### config.mk
export PLATFORM = sky130hd
export DESIGN_NAME = mc_control
export DESIGN_NICKNAME = d
export VERILOG_FILES = /design/src/rtl/mc_control.sv
export SDC_FILE = /design/constraint.sdc
export NUM_CORES = 1
export LEC_CHECK = 0
export CAP_MARGIN = 10
export CORE_MARGIN = 2
export CORE_UTILIZATION = 45
export CTS_BUF_LIST = sky130_fd_sc_hd__clkbuf_4 sky130_fd_sc_hd__clkbuf_8
export CTS_CLUSTER_SIZE = 8
export DETAILED_ROUTE_END_ITERATION = 10
export PLACE_DENSITY = 0.84
export SYNTH_ARGS = -nofsm -noshare
export SYNTH_HDL_FRONTEND = slang
export SYNTH_SLANG_ARGS = --single-unit
### constraint.sdc
create_clock -name clk -period 3.7 [get_ports clk]
set_input_delay 0.74 -clock clk [delete_from_list [all_inputs] [get_ports clk]]
set_output_delay 0.74 -clock clk [all_outputs]
set_load 0.03 [all_outputs]
### src/rtl/mc_control.sv
// rtl/mc_control.sv - multi-cycle control FSM for the 32-bit MIPS-subset datapath
module mc_control #(
    parameter int MEM_WAIT = 0
) (
    input  logic       clk,
    input  logic       rst_n,
    input  logic [5:0] op,
    input  logic [5:0] func,
    input  logic       Zero,
    output logic       PCWr,
    output logic [1:0] nPC_sel,
    output logic       IRWr,
    output logic       RegWr,
    output logic       RegDst,
    output logic       MemtoReg,
    output logic       MemRd,
    output logic       MemWr,
    output logic       ALUSrc,
    output logic       ExtOp,
    output logic [2:0] ALUctr,
    output logic       illegal,
    output logic       instr_done
);

    localparam logic [5:0] OP_RTYPE = 6'h00;
    localparam logic [5:0] OP_ORI   = 6'h0d;
    localparam logic [5:0] OP_LW    = 6'h23;
    localparam logic [5:0] OP_SW    = 6'h2b;
    localparam logic [5:0] OP_BEQ   = 6'h04;
    localparam logic [5:0] OP_J     = 6'h02;

    localparam logic [5:0] FN_ADD  = 6'h20;
    localparam logic [5:0] FN_ADDU = 6'h21;
    localparam logic [5:0] FN_SUB  = 6'h22;
    localparam logic [5:0] FN_SUBU = 6'h23;

    localparam logic [3:0] WAIT_LAST = 4'(MEM_WAIT);

    typedef enum logic [3:0] {
        S_IF, S_ID, S_EXE_R, S_WB_R, S_EXE_I, S_WB_I,
        S_ADDR, S_MEM_RD, S_WB_LD, S_MEM_WR, S_BR, S_JMP
    } state_t;

    state_t     state;
    state_t     id_next;
    logic [3:0] wait_cnt;
    logic [5:0] op_q;
    logic [5:0] func_q;
    logic       mem_last;

    // S_IF doubles as the "undecodable" marker for the ID successor.
    function automatic state_t decode_next(input logic [5:0] o, input logic [5:0] f);
        state_t s;
        s = S_IF;
        case (o)
            OP_RTYPE: if (f == FN_ADD || f == FN_ADDU || f == FN_SUB || f == FN_SUBU) s = S_EXE_R;
            OP_ORI:   s = S_EXE_I;
            OP_LW:    s = S_ADDR;
            OP_SW:    s = S_ADDR;
            OP_BEQ:   s = S_BR;
            OP_J:     s = S_JMP;
            default:  s = S_IF;
        endcase
        return s;
    endfunction

    assign id_next  = decode_next(op, func);
    assign mem_last = (wait_cnt == WAIT_LAST);

    always_ff @(posedge clk) begin
        if (!rst_n) begin
            state    <= S_IF;
            wait_cnt <= 4'd0;
            op_q     <= 6'd0;
            func_q   <= 6'd0;
        end else begin
            case (state)
                S_IF: begin
                    if (mem_last) begin
                        state    <= S_ID;
                        wait_cnt <= 4'd0;
                    end else begin
                        wait_cnt <= wait_cnt + 4'd1;
                    end
                end
                S_ID: begin
                    op_q   <= op;
                    func_q <= func;
                    state  <= id_next;
                end
                S_EXE_R: state <= S_WB_R;
                S_EXE_I: state <= S_WB_I;
                S_ADDR:  state <= (op_q == OP_LW) ? S_MEM_RD : S_MEM_WR;
                S_MEM_RD: begin
                    if (mem_last) begin
                        state    <= S_WB_LD;
                        wait_cnt <= 4'd0;
                    end else begin
                        wait_cnt <= wait_cnt + 4'd1;
                    end
                end
                S_MEM_WR: begin
                    if (mem_last) begin
                        state    <= S_IF;
                        wait_cnt <= 4'd0;
                    end else begin
                        wait_cnt <= wait_cnt + 4'd1;
                    end
                end
                default: state <= S_IF;
            endcase
        end
    end

    always_comb begin
        PCWr       = 1'b0;
        nPC_sel    = 2'b00;
        IRWr       = 1'b0;
        RegWr      = 1'b0;
        RegDst     = 1'b0;
        MemtoReg   = 1'b0;
        MemRd      = 1'b0;
        MemWr      = 1'b0;
        ALUSrc     = 1'b0;
        ExtOp      = 1'b0;
        ALUctr     = 3'b001;
        illegal    = 1'b0;
        instr_done = 1'b0;
        case (state)
            S_IF: begin
                PCWr = mem_last;
                IRWr = mem_last;
            end
            S_ID: begin
                ExtOp = (op == OP_LW) || (op == OP_SW) || (op == OP_BEQ);
                if (id_next == S_IF) begin
                    illegal    = 1'b1;
                    instr_done = 1'b1;
                end
            end
            S_EXE_R, S_WB_R: begin
                RegDst = 1'b1;
                case (func_q)
                    FN_ADD:  ALUctr = 3'b000;
                    FN_ADDU: ALUctr = 3'b001;
                    FN_SUB:  ALUctr = 3'b010;
                    FN_SUBU: ALUctr = 3'b011;
                    default: ALUctr = 3'b001;
                endcase
                RegWr      = (state == S_WB_R);
                instr_done = (state == S_WB_R);
            end
            S_EXE_I, S_WB_I: begin
                ALUSrc     = 1'b1;
                ALUctr     = 3'b100;
                RegWr      = (state == S_WB_I);
                instr_done = (state == S_WB_I);
            end
            S_ADDR, S_MEM_RD, S_WB_LD, S_MEM_WR: begin
                ALUSrc   = 1'b1;
                ExtOp    = 1'b1;
                ALUctr   = 3'b000;
                MemRd    = (state == S_MEM_RD);
                MemWr    = (state == S_MEM_WR);
                MemtoReg = (state == S_WB_LD);
                RegWr    = (state == S_WB_LD);
                instr_done = (state == S_WB_LD) || (state == S_MEM_WR && mem_last);
            end
            S_BR: begin
                ExtOp      = 1'b1;
                ALUctr     = 3'b010;
                nPC_sel    = 2'b01;
                PCWr       = Zero;
                instr_done = 1'b1;
            end
            S_JMP: begin
                PCWr       = 1'b1;
                nPC_sel    = 2'b10;
                instr_done = 1'b1;
            end
            default: ;
        endcase
        // Reset overrides everything so an abandoned instruction never strobes.
        if (!rst_n) begin
            PCWr       = 1'b0;
            nPC_sel    = 2'b00;
            IRWr       = 1'b0;
            RegWr      = 1'b0;
            RegDst     = 1'b0;
            MemtoReg   = 1'b0;
            MemRd      = 1'b0;
            MemWr      = 1'b0;
            ALUSrc     = 1'b0;
            ExtOp      = 1'b0;
            ALUctr     = 3'b000;
            illegal    = 1'b0;
            instr_done = 1'b0;
        end
    end

endmodule
==> results of run 1 <==
-- through the flow --
stage	power, uW	setup WS, ns	hold WS (ns)
2_1_floorplan	298.8	0.7544	0.4316
3_3_place_gp	342.2	0.2244	0.4412
3_5_place_dp	343.4	0.2045	0.4450
4_1_cts	473.3	0.1913	0.4607
5_1_grt	493.9	0.05741	0.4808
6_report	471.1	0.1951	0.4626
-- worst max-delay path by stage --
stage | endpoint | slack [ns]
floorplan | ExtOp | 0.75
global placement | instr_done | 0.22
detailed placement | instr_done | 0.20
CTS | instr_done | 0.19
global route | instr_done | 0.06
finish | instr_done | 0.20
-- metal layers --
| layer | vias up | GRT usage [%] |
|---|---|---|
| met4 | 0 | 6.977 |
| met5 | - | 0 |
| li1 | 692 | - |
| met1 | 606 | 27.60 |
| met2 | 52 | 34.42 |
| met3 | 5 | 2.232 |
-- critical path, cell delays in order --
cell	delay [ns]
clkdlybuf4s50_1	0.51
or2_2	0.32
o21ai_0	0.23
o311a_1	0.21
a21o_1	0.09
clkdlybuf4s50_1	0.66
-- synth_stat cells (2+ instances only) --
cell type	instances
nand2_1	33
dfxtp_1	20
a21oi_1	18
nor2_1	18
clkbuf_1	9
inv_1	7
nand3_1	7
nor2b_1	5
and2_1	4
mux2i_1	4
nor3_1	4
a31o_2	2
and3_1	2
buf_2	2
ha_1	2
nand2b_1	2
nor4b_1	2
o21ai_0	2
o21ai_1	2
o32ai_1	2
or2_2	2
or4b_1	2
-- kinds of logic after synthesis --
| family | Yosys count |
|---|---|
| AOI/OAI and AO/OA | 42 |
| muxes | 4 |
| buffers and inverters | 20 |
| xor gates and xnor gates | 1 |
| DFF | 20 |
| adders and majority gates | 2 |
| and+or+nand+nor | 91 |
-- sequential cells by signal, indices dropped and copies added (netlist names) --
register,flops
wait_cnt,4
op_q,6
func_q,6
state,4
-- layout make-up --
cell class	count	area (um^2)	share of cell area [%]
well taps	31	38.79	2.296
flip-flops and latches	20	400.4	23.70
clock buffers	4	36.28	2.148
repair buffers	37	350.3	20.74
multi-input cells	140	833.3	49.33
inverters	8	30.03	1.778
-- power groups by stage --
stage / sequential [uW] / combinational (uW) / clock (uW)
4_1_cts: 233 / 106 / 134
2_1_floorplan: 234 / 64.9 / 0
3_5_place_dp: 238 / 106 / 0
6_report: 233 / 106 / 132
3_3_place_gp: 238 / 105 / 0
5_1_grt: 234 / 117 / 143
==> out/qor_table.md, run 1 <==
| Quantity | Reported |
|---|---|
| Required @ worst endpoint | 2.96 ns |
| Nature of the critical path startpoint | primary input |
| Area growth from synthesis to layout | 28.82% |
| Final setup vio count | 0 |
| Run status | completed |
| Number of detailed-routing iterations run before antenna repair | 4 |
| Count of H-tree levels built during CTS | 1 |
| Clock root buffer | clkbuf_4 |
| Multiplexer share of the synthesized area | 3.053% |
| Clock transition at the registers of the reported paths | 0.11 ns |
| Number of rows in the core area | 19 |
| Area of the placeable core | 0.002758 mm^2 |
| Die width | 57.98 um |
| Worst setup path startpoint | op[1] |
| Effective utilization at floorplan | 47.55% |
| Global route overflow | 0 |
| Final Non-Filler Cells | 240 |
| Final worst-path cycle share | 94.73% |
| Total clock sinks | 20 |
| Avg Synthesized Cell Area | 7.285 um^2 |
| Routed metal-1 wire length | 1.405 mm |
| Compound-gate portion of the synthesized area | 21.47% |
| Part of the power in combinational logic | 22.5% |
| Cell Count Post-Placement | 236 |
| Final-stage net count | 227 |
| Utilization after layout | 61.25% |
| Skew-Pair Late Insertion Delay | 0.31 ns |
| Most common cell after layout, fill and taps aside | nand2_1 |
| Initial detailed-routing violation count | 43 |
| Actual transition at the worst max-transition pin | 0.5787 ns |
| Aggregate negative setup slack | 0 ns |
| Clock network fraction of design power | 28.1% |
| Crit Path Class | in -> out |
| Post-route cell area | 0.001689 mm^2 |
| Critical-path maximum fanout | 8 |
| Worst Hold Launch | op_q[5] |
| Worst reg-to-reg path cell count | 4 |
| Dominant combinational cell family by area after synthesis | simple AND/OR/NAND/NOR gates |
| Pin count of the biggest net entering global routing | 18 |
| Average wire length per cell after detail routing | 13.04 um |
| Dominant cells by area after synthesis | dfxtp_1, nand2_1, a21oi_1 |
| DRC violation count after routing | 0 |
| Vias in the first global route | 1,251 |
| Sequential group share of total power | 49.4% |
| Gp weighted congestion | 0.8504 |
| Sequential cell area fraction in the yosys report | 30.53% |
| Sw frac | 29.09% |
| Die H | 57.98 um |
| Post-synthesis instance area | 0.001311 mm^2 |
| Clock buffers created by TritonCTS | 3 |
| CP Data Arrival Time | 2.76 ns |
| Number of warnings printed during yosys synthesis | 0 |
| Via-per-instance ratio | 5.646 |
| Setup repair after global routing missed its margin | false |
| Synth Area in Adders | 1.908% |
| Number of diodes | 0 |
| Ports | 31 |
| Asr flop ratio synth | 0% |
| Hold Path Cell Cnt | 2 |
| Maximum buffer depth of the clock tree | 2 |
| Power per cell area | 278.9 mW/mm^2 |
| Internal reg-to-reg setup slack | 1.91 ns |
| Initial antenna violation count | 0 |
| Worst ir drop on vdd | 0.0002560 V |
| Routed met2 length | 1.481 mm |
| Fraction of final layout cells with drive strength greater than 1 | 10.53% |
| CTS tree | done |
| Most frequent cells in the layout | nand2_1, clkdlybuf4s50_1, dfxtp_1 |
| Total die area | 0.003362 mm^2 |
| Final Max Slew Viols | 0 |
| Number of flip-flops and latches in the synthesized netlist | 20 |
| Tmin final | 3.505 ns |
| Count of input and output buffers | 30 |
| Fmax achieved | 285.3 MHz |
| HPWL after detailed placement | 2.349 mm |
| Reported leakage power | 0.0006575 uW |
| Count of hold buffers inserted by post-cts repair | 0 |
| Max-cap check violation count | 0 |
| Filler instances | 267 |
| Worst R2R Start | state[1] |
| Share of the synthesized area in the top cell type | 30.53% |
| Final wirelength | 3.129 mm |
| Post-route ant nets | 0 |
| WL met3 | 200 um |
| Switching Power | 137.0 uW |
| R2r endpoint | wait_cnt[3] |
| Biggest area consumer among synthesized cells | dfxtp_1 |
| Endpoint, Worst Hold | op_q[5] |
| Total of cells resized after clock tree synthesis | 0 |
| Kind of end point of the critical path | primary output |
| Distinct cell type count after synthesis | 51 |
| Max-slew headroom at the worst pin | 61.37% |
| Post-synth net total | 197 |
| Placement Cell Area | 0.001653 mm^2 |
| Top layer reached by signal wires | met4 |
| Hold WC Path Type | reg -> reg |
| Vias post-DR | 1,355 |
| Simple-gate portion of the synthesized area | 36.45% |
| Total count of hold-check failures in the final report | 0 |
| Wire length of the first global-routing pass | 5.464 mm |
| Overall fraction of global-route tracks in use | 20.57% |
| Xor and xnor area share after synthesis | 0.6679% |
| Final Skew | 0.006099 ns |
| Number of synthesized flops with an enable pin | 0 |
| Post-synthesis instance total | 180 |
| Commonest register cell after synthesis | dfxtp_1 |
| Post-CTS setup-driven buffer insertion count | 0 |
| Cell-internal power | 334.1 uW |
No activity file was read; power rests on OpenSTA's default activity.
==> run 2, diff against run 1 <==
--- a/config.mk
+++ b/config.mk
@@ -11,7 +11,8 @@
 export CTS_BUF_LIST = sky130_fd_sc_hd__clkbuf_4 sky130_fd_sc_hd__clkbuf_8
 export CTS_CLUSTER_SIZE = 8
 export DETAILED_ROUTE_END_ITERATION = 10
-export PLACE_DENSITY = 0.84
+export PLACE_DENSITY = 0.87
+export SETUP_SLACK_MARGIN = 0.4
 export SYNTH_ARGS = -nofsm -noshare
 export SYNTH_HDL_FRONTEND = slang
 export SYNTH_SLANG_ARGS = --single-unit
==> constraint.sdc (replaced) <==
create_clock -name clk -period 2.8 [get_ports clk]
set_input_delay 0.56 -clock clk [delete_from_list [all_inputs] [get_ports clk]]
set_output_delay 0.56 -clock clk [all_outputs]
set_load 0.03 [all_outputs]
==> run 2 against run 1 <==
Against the previous run: routed wire length increased by 28%; clock skew decreased by 0.0022 ns; sequential power increased by 32%; flip-flop and latch count unchanged; worst setup slack improved by 0.12 ns; via count increased by 14%.
==> out/qor_table.md, run 2 (same netlist as run 1, synthesis figures left out) <==
| Quantity | Reported | Delta |
|---|---|---|
| Clock root buffer | clkbuf_4 |  |
| Filler instances | 220 | -18% |
| Aggregate negative setup slack | 0 ns | unchanged |
| Most Frequent Cell on Critical Path | buf_6 |  |
| Area of the placeable core | 0.002758 mm^2 | unchanged |
| Total clock sinks | 20 | unchanged |
| Buffers & Inverters on Critical Path | 2 | unchanged |
| Hold WC Path Type | reg -> reg |  |
| DRC violation count after routing | 0 | unchanged |
| Final setup vio count | 0 | unchanged |
| Total count of hold-check failures in the final report | 0 | unchanged |
| Fraction of final layout cells with drive strength greater than 1 | 34.91% | +24 points |
| Power per cell area | 367.1 mW/mm^2 | +32% |
| Gp weighted congestion | 0.9182 | +8.0% |
| Count of input and output buffers | 30 | unchanged |
| Crit Path Class | in -> out |  |
| Series of cell instances along the critical path | buf_6 -> or3_4 -> o2bb2ai_4 -> or4b_4 -> a21oi_4 -> buf_6 |  |
| Max-cap check violation count | 0 | unchanged |
| Required @ worst endpoint | 2.24 ns | -0.72 ns |
| Area taken by flip-flops and latches | 415.4 um^2 | +3.7% |
| Fmax achieved | 402.6 MHz |  |
| Effective utilization at floorplan | 47.55% | unchanged |
| Worst ir drop on vdd | 0.0004175 V | +63% |
| Actual transition at the worst max-transition pin | 0.5284 ns | -0.05027 ns |
| Initial detailed-routing violation count | 48 | +12% |
| Via-per-instance ratio | 5.878 | +4.1% |
| Number of detailed-routing iterations run before antenna repair | 4 | unchanged |
| Skew-Pair Late Insertion Delay | 0.31 ns | about the same |
| Die width | 57.98 um | unchanged |
| Average wire length per cell after detail routing | 15.23 um | +17% |
| Count of hold buffers inserted by post-cts repair | 0 | unchanged |
| Initial antenna violation count | 0 | unchanged |
| Clock transition at the registers of the reported paths | 0.12 ns | about the same |
| Nature of the critical path startpoint | primary input |  |
| Die H | 57.98 um | unchanged |
| Worst R2R Start | state[0] |  |
| Final wirelength | 4.005 mm | +28% |
| Area growth from synthesis to layout | 49.33% |  |
| Max-slew headroom at the worst pin | 64.28% | +2.9 points |
| Ports | 31 | unchanged |
| Final worst-path cycle share | 88.72% |  |
| Maximum buffer depth of the clock tree | 2 | unchanged |
| Pin count of the biggest net entering global routing | 16 | -2 |
| HPWL after detailed placement | 2.559 mm | +9.0% |
| Critical-path maximum fanout | 2 | -6 |
| Area occupied by multi-input gates | 924.6 um^2 | +11% |
| Run status | completed |  |
| Delay contributed by the slowest stage of the critical path | 0.48 ns | -0.18 ns |
| Wire length of the first global-routing pass | 6.120 mm | +12% |
| Number of diodes | 0 | unchanged |
| Largest registers | func_q (6), op_q (6) |  |
| Vias post-DR | 1,546 | +14% |
| Final Skew | 0.003921 ns | -0.002178 ns |
| Total die area | 0.003362 mm^2 | unchanged |
| Most common cell after layout, fill and taps aside | buf_4 |  |
| Number of rows in the core area | 19 | unchanged |
| Count of H-tree levels built during CTS | 1 | unchanged |
| Crit path max-delay family | simple AND/OR/NAND/NOR gates |  |
| CTS tree | done |  |
| Clock buffers created by TritonCTS | 3 | unchanged |
| Reported leakage power | 0.0008575 uW | +30% |
| Max stage delay cell, worst path | or4b_4 |  |
| Most frequent cells in the layout | buf_4, nand2_1, nor2_1, a21oi_1, dfxtp_1 |  |
| Post-route ant nets | 0 | unchanged |
| Kind of end point of the critical path | primary output |  |
| Worst setup path startpoint | op[0] |  |
| Worst Hold Launch | op_q[2] |  |
| Vias in the first global route | 1,437 | +15% |
| Setup repair after global routing missed its margin | true |  |
| Internal reg-to-reg setup slack | 1.07 ns | -0.84 ns |
| Final-stage net count | 250 | +10% |
| Tmin final | 2.484 ns |  |
| CP Data Arrival Time | 1.92 ns | -0.84 ns |
| Overall fraction of global-route tracks in use | 23.02% | +2.5 points |
| Overall power of the completed layout | 718.8 uW | +53% |
| Global route overflow | 0 | unchanged |
| Final Max Slew Viols | 0 | unchanged |
run 2: changes by cell type in the layout (fill, tap and decap cells not counted), sizes merged:
cell	delta
clkdlybuf4s15	+2
buf	+40
clkbuf	+1
bufinv	+1
clkdlybuf4s50	-25
dlygate4sd2	+4
run 2: path summary, 6_finish.rpt:
check                                end  depth (start not counted)
worst max-delay path               ExtOp                          6
worst min-delay path             op_q[2]                          2
worst max register to register  state[2]                          5
worst min register to register   op_q[2]                          2
run 2: repair_timing:
| item | 4_1_cts | 5_1_grt |
|---|---|---|
| endpoints found under the setup margin | 9 | 6 |
| resized for setup | 37 | 23 |
| setup buffers | 4 | 8 |
| pin swaps | 7 | 5 |
run 2: final cells by class:
type	instances	share of cell area (%)
Clock buffer	3	1.150
Clock inverter	1	1.534
Inverter	8	1.534
Multi-Input combinational cell	140	47.22
Sequential cell	20	21.21
Tap cell	31	1.981
Timing Repair Buffer	60	25.37
run 2: routing by layer:
metal  part of all wire, %  wire (um)  global-route usage (%)  up-vias
met3                   6.0        240                   3.795       10
met1                    39       1568                   28.67      728
met5                     0          0                       0        -
met4                   1.5         59                   7.641        0
li1                      -          -                       -      739
met2                    53       2136                   40.26       69
run 2: power by group:
part           internal [uW]  switching (uW)
registers                296            11.0
clock network            145            96.4
logic                   80.7            90.3
run 2: stage by stage:
step	area (um^2)	hold WS (ns)	worst slack, ns	util (%)	std cells
final	1958	0.4670	0.3159	71.01	263
after global routing	1958	0.4835	0.2733	71.01	263
after CTS	1827	0.4655	0.2727	66.24	255
after detailed placement	1712	0.4485	-0.08484	62.07	247
after global placement	1712	0.4401	-0.07150	62.07	247
after floorplan	1323	0.4316	0.4235	-	180
run 2: worst reg2reg max path, stage by stage (launching register included):
cell and delay (ns):
dfxtp_2 0.47, buf_4 0.21, or4b_1 0.47, nor2_1 0.22
o211ai_1 0.15, a21oi_1 0.15
==> RTL edit: new RTL, config.mk and constraints of run 2 <==
Make the reset (`rst_n`) asynchronous in one clocked block.
--- a/src/rtl/mc_control.sv
+++ b/src/rtl/mc_control.sv
@@ -69,3 +69,3 @@
 
-    always_ff @(posedge clk) begin
+    always_ff @(posedge clk or negedge rst_n) begin
         if (!rst_n) begin
Function: no difference found for any inputs over 10 cycles, from zero or initial values and one cycle with rst_n low; that may be too few to reach the edited logic, so the function may still have changed.
==> RTL edit against run 2 <==
Via count down 5.4%; worst setup slack better by 73 ps; routed wire length up 12%; sequential cell count unchanged; final area up 3.7%; die area up 5.3%; synthesized cell count down 16%; fmax up 3.0%; first-iteration DRC count up 140%; area after synthesis up 5.7%; critical path type unchanged.
Power is not compared: it rests on default switching activity, and its combinational part moved more than twofold at a synthesized area within 25%.
==> RTL edit: results (changes against run 2) <==
layout cells sized above 1 - 47.8% (was 34.9%)
Compound-Gate Fraction of Synth Area - 17.1% (was 21.5%)
hpwl dp - 2.67 mm (was 2.56 mm)
Distinct cells, synth - 47 (was 51)
worst hold path depth - 1 (was 2)
Worst Hold Path EP - wait_cnt[3]$_DFFE_PN0P_ (was op_q[2]$_SDFFE_PN0P_)
RePlAce Congestion - 0.829 (was 0.918)
Worst EP arrival - 1850 ps (was 1920 ps)
CP Capture Point - instr_done (was ExtOp)
Tot GR Track Use - 24.6% (was 23.0%)
proportion of synthesized area in mux cells - 12.1% (was 3.05%)
Worst Setup SP - func[5] (was op[0])
post-synthesis adder-cell area fraction - 1.81% (was 1.91%)
flop2flop setup slack - 880 ps (was 1070 ps)
via/cell ratio - 6.14 (was 5.88)
FFs w/ async S/R, synth - 100% (was 0%)
Metal-1 WL - 1.74 mm (was 1.57 mm)
Area contributors post-synth - dfrtp_1 (36%), mux2_2 (11%), nand2_1 (3.5%), nor2_1 (3.2%), o21ai_0 (2.9%) (was dfxtp_1 (31%), nand2_1 (9.4%), a21oi_1 (6.9%), nor2_1 (5.2%), mux2i_1 (3.1%))
Top delay family on crit path - buffers and inverters (was simple AND/OR/NAND/NOR gates)
Worst R2R Path Depth - 6 (was 5)
vias in the first global route - 1419 (was 1437)
global-route wire length before repair - 6.62 mm (was 6.12 mm)
xor-xnor portion of the synthesized cell area - 1.26% (was 0.668%)
met2 wire length - 2.35 mm (was 2.14 mm)
WL per Instance - 18.8 um (was 15.2 um)
drt first-iter violations - 113 (was 48)
fill count - 226 (was 220)
met3 Resource Use GR - 4.59% (was 3.79%)
Worst path max stage delay - 500 ps (was 480 ps)
clock skew - 5.11 ps (was 3.92 ps)
Slew @ Worst Pin - 399 ps (was 528 ps)
area growth from synthesis to layout - 46.5% (was 49.3%)
M1 GR Usage - 30.5% (was 28.7%)
pin count of the biggest net entering global routing - 27 (was 16)
post_cts resized - 36 (was 37)
post-synthesis net count - 168 (was 197)
sequential fraction of the synthesis area - 36.1% (was 30.5%)
RR Endpoint - state[0]$_DFFE_PN0P_ (was state[2]$_SDFFE_PN0P_)
antenna violations before repair - 0 (unchanged)
outcome - complete, no violations (unchanged)
met2 Use GR - 42.2% (was 40.3%)
worst reg2reg path startpoint - state[1]$_DFFE_PN0P_ (was state[0]$_SDFFE_PN0P_)
metal3 WL - 263 um (was 240 um)
-- RTL edit: per-stage QoR --
stage | setup slack (ps) | instances | hold slack, ps
2_1_floorplan | 442 | 151 | 264
3_3_place_gp | 92.2 | 214 | 473
3_5_place_dp | 44.6 | 214 | 487
4_1_cts | 359 | 233 | 512
5_1_grt | 311 | 238 | 530
6_report | 389 | 238 | 506
-- RTL edit: power groups by stage --
| stage | sequential (mW) | clock (mW) | combinational [mW] |
|---|---|---|---|
| 2_1_floorplan | 0.429 | 0 | 0.310 |
| 3_3_place_gp | 0.456 | 0 | 0.396 |
| 3_5_place_dp | 0.462 | 0 | 0.413 |
| 4_1_cts | 0.444 | 0.175 | 0.455 |
| 5_1_grt | 0.462 | 0.192 | 0.553 |
| 6_report | 0.455 | 0.178 | 0.517 |
-- RTL edit: layout make-up --
cell class,instances,area share [%]
repair buffers,58,23.1
multi-input cells,117,47.1
clock buffers,4,1.79
inverters,6,1.11
well taps,33,2.03
flip-flops and latches,20,24.9
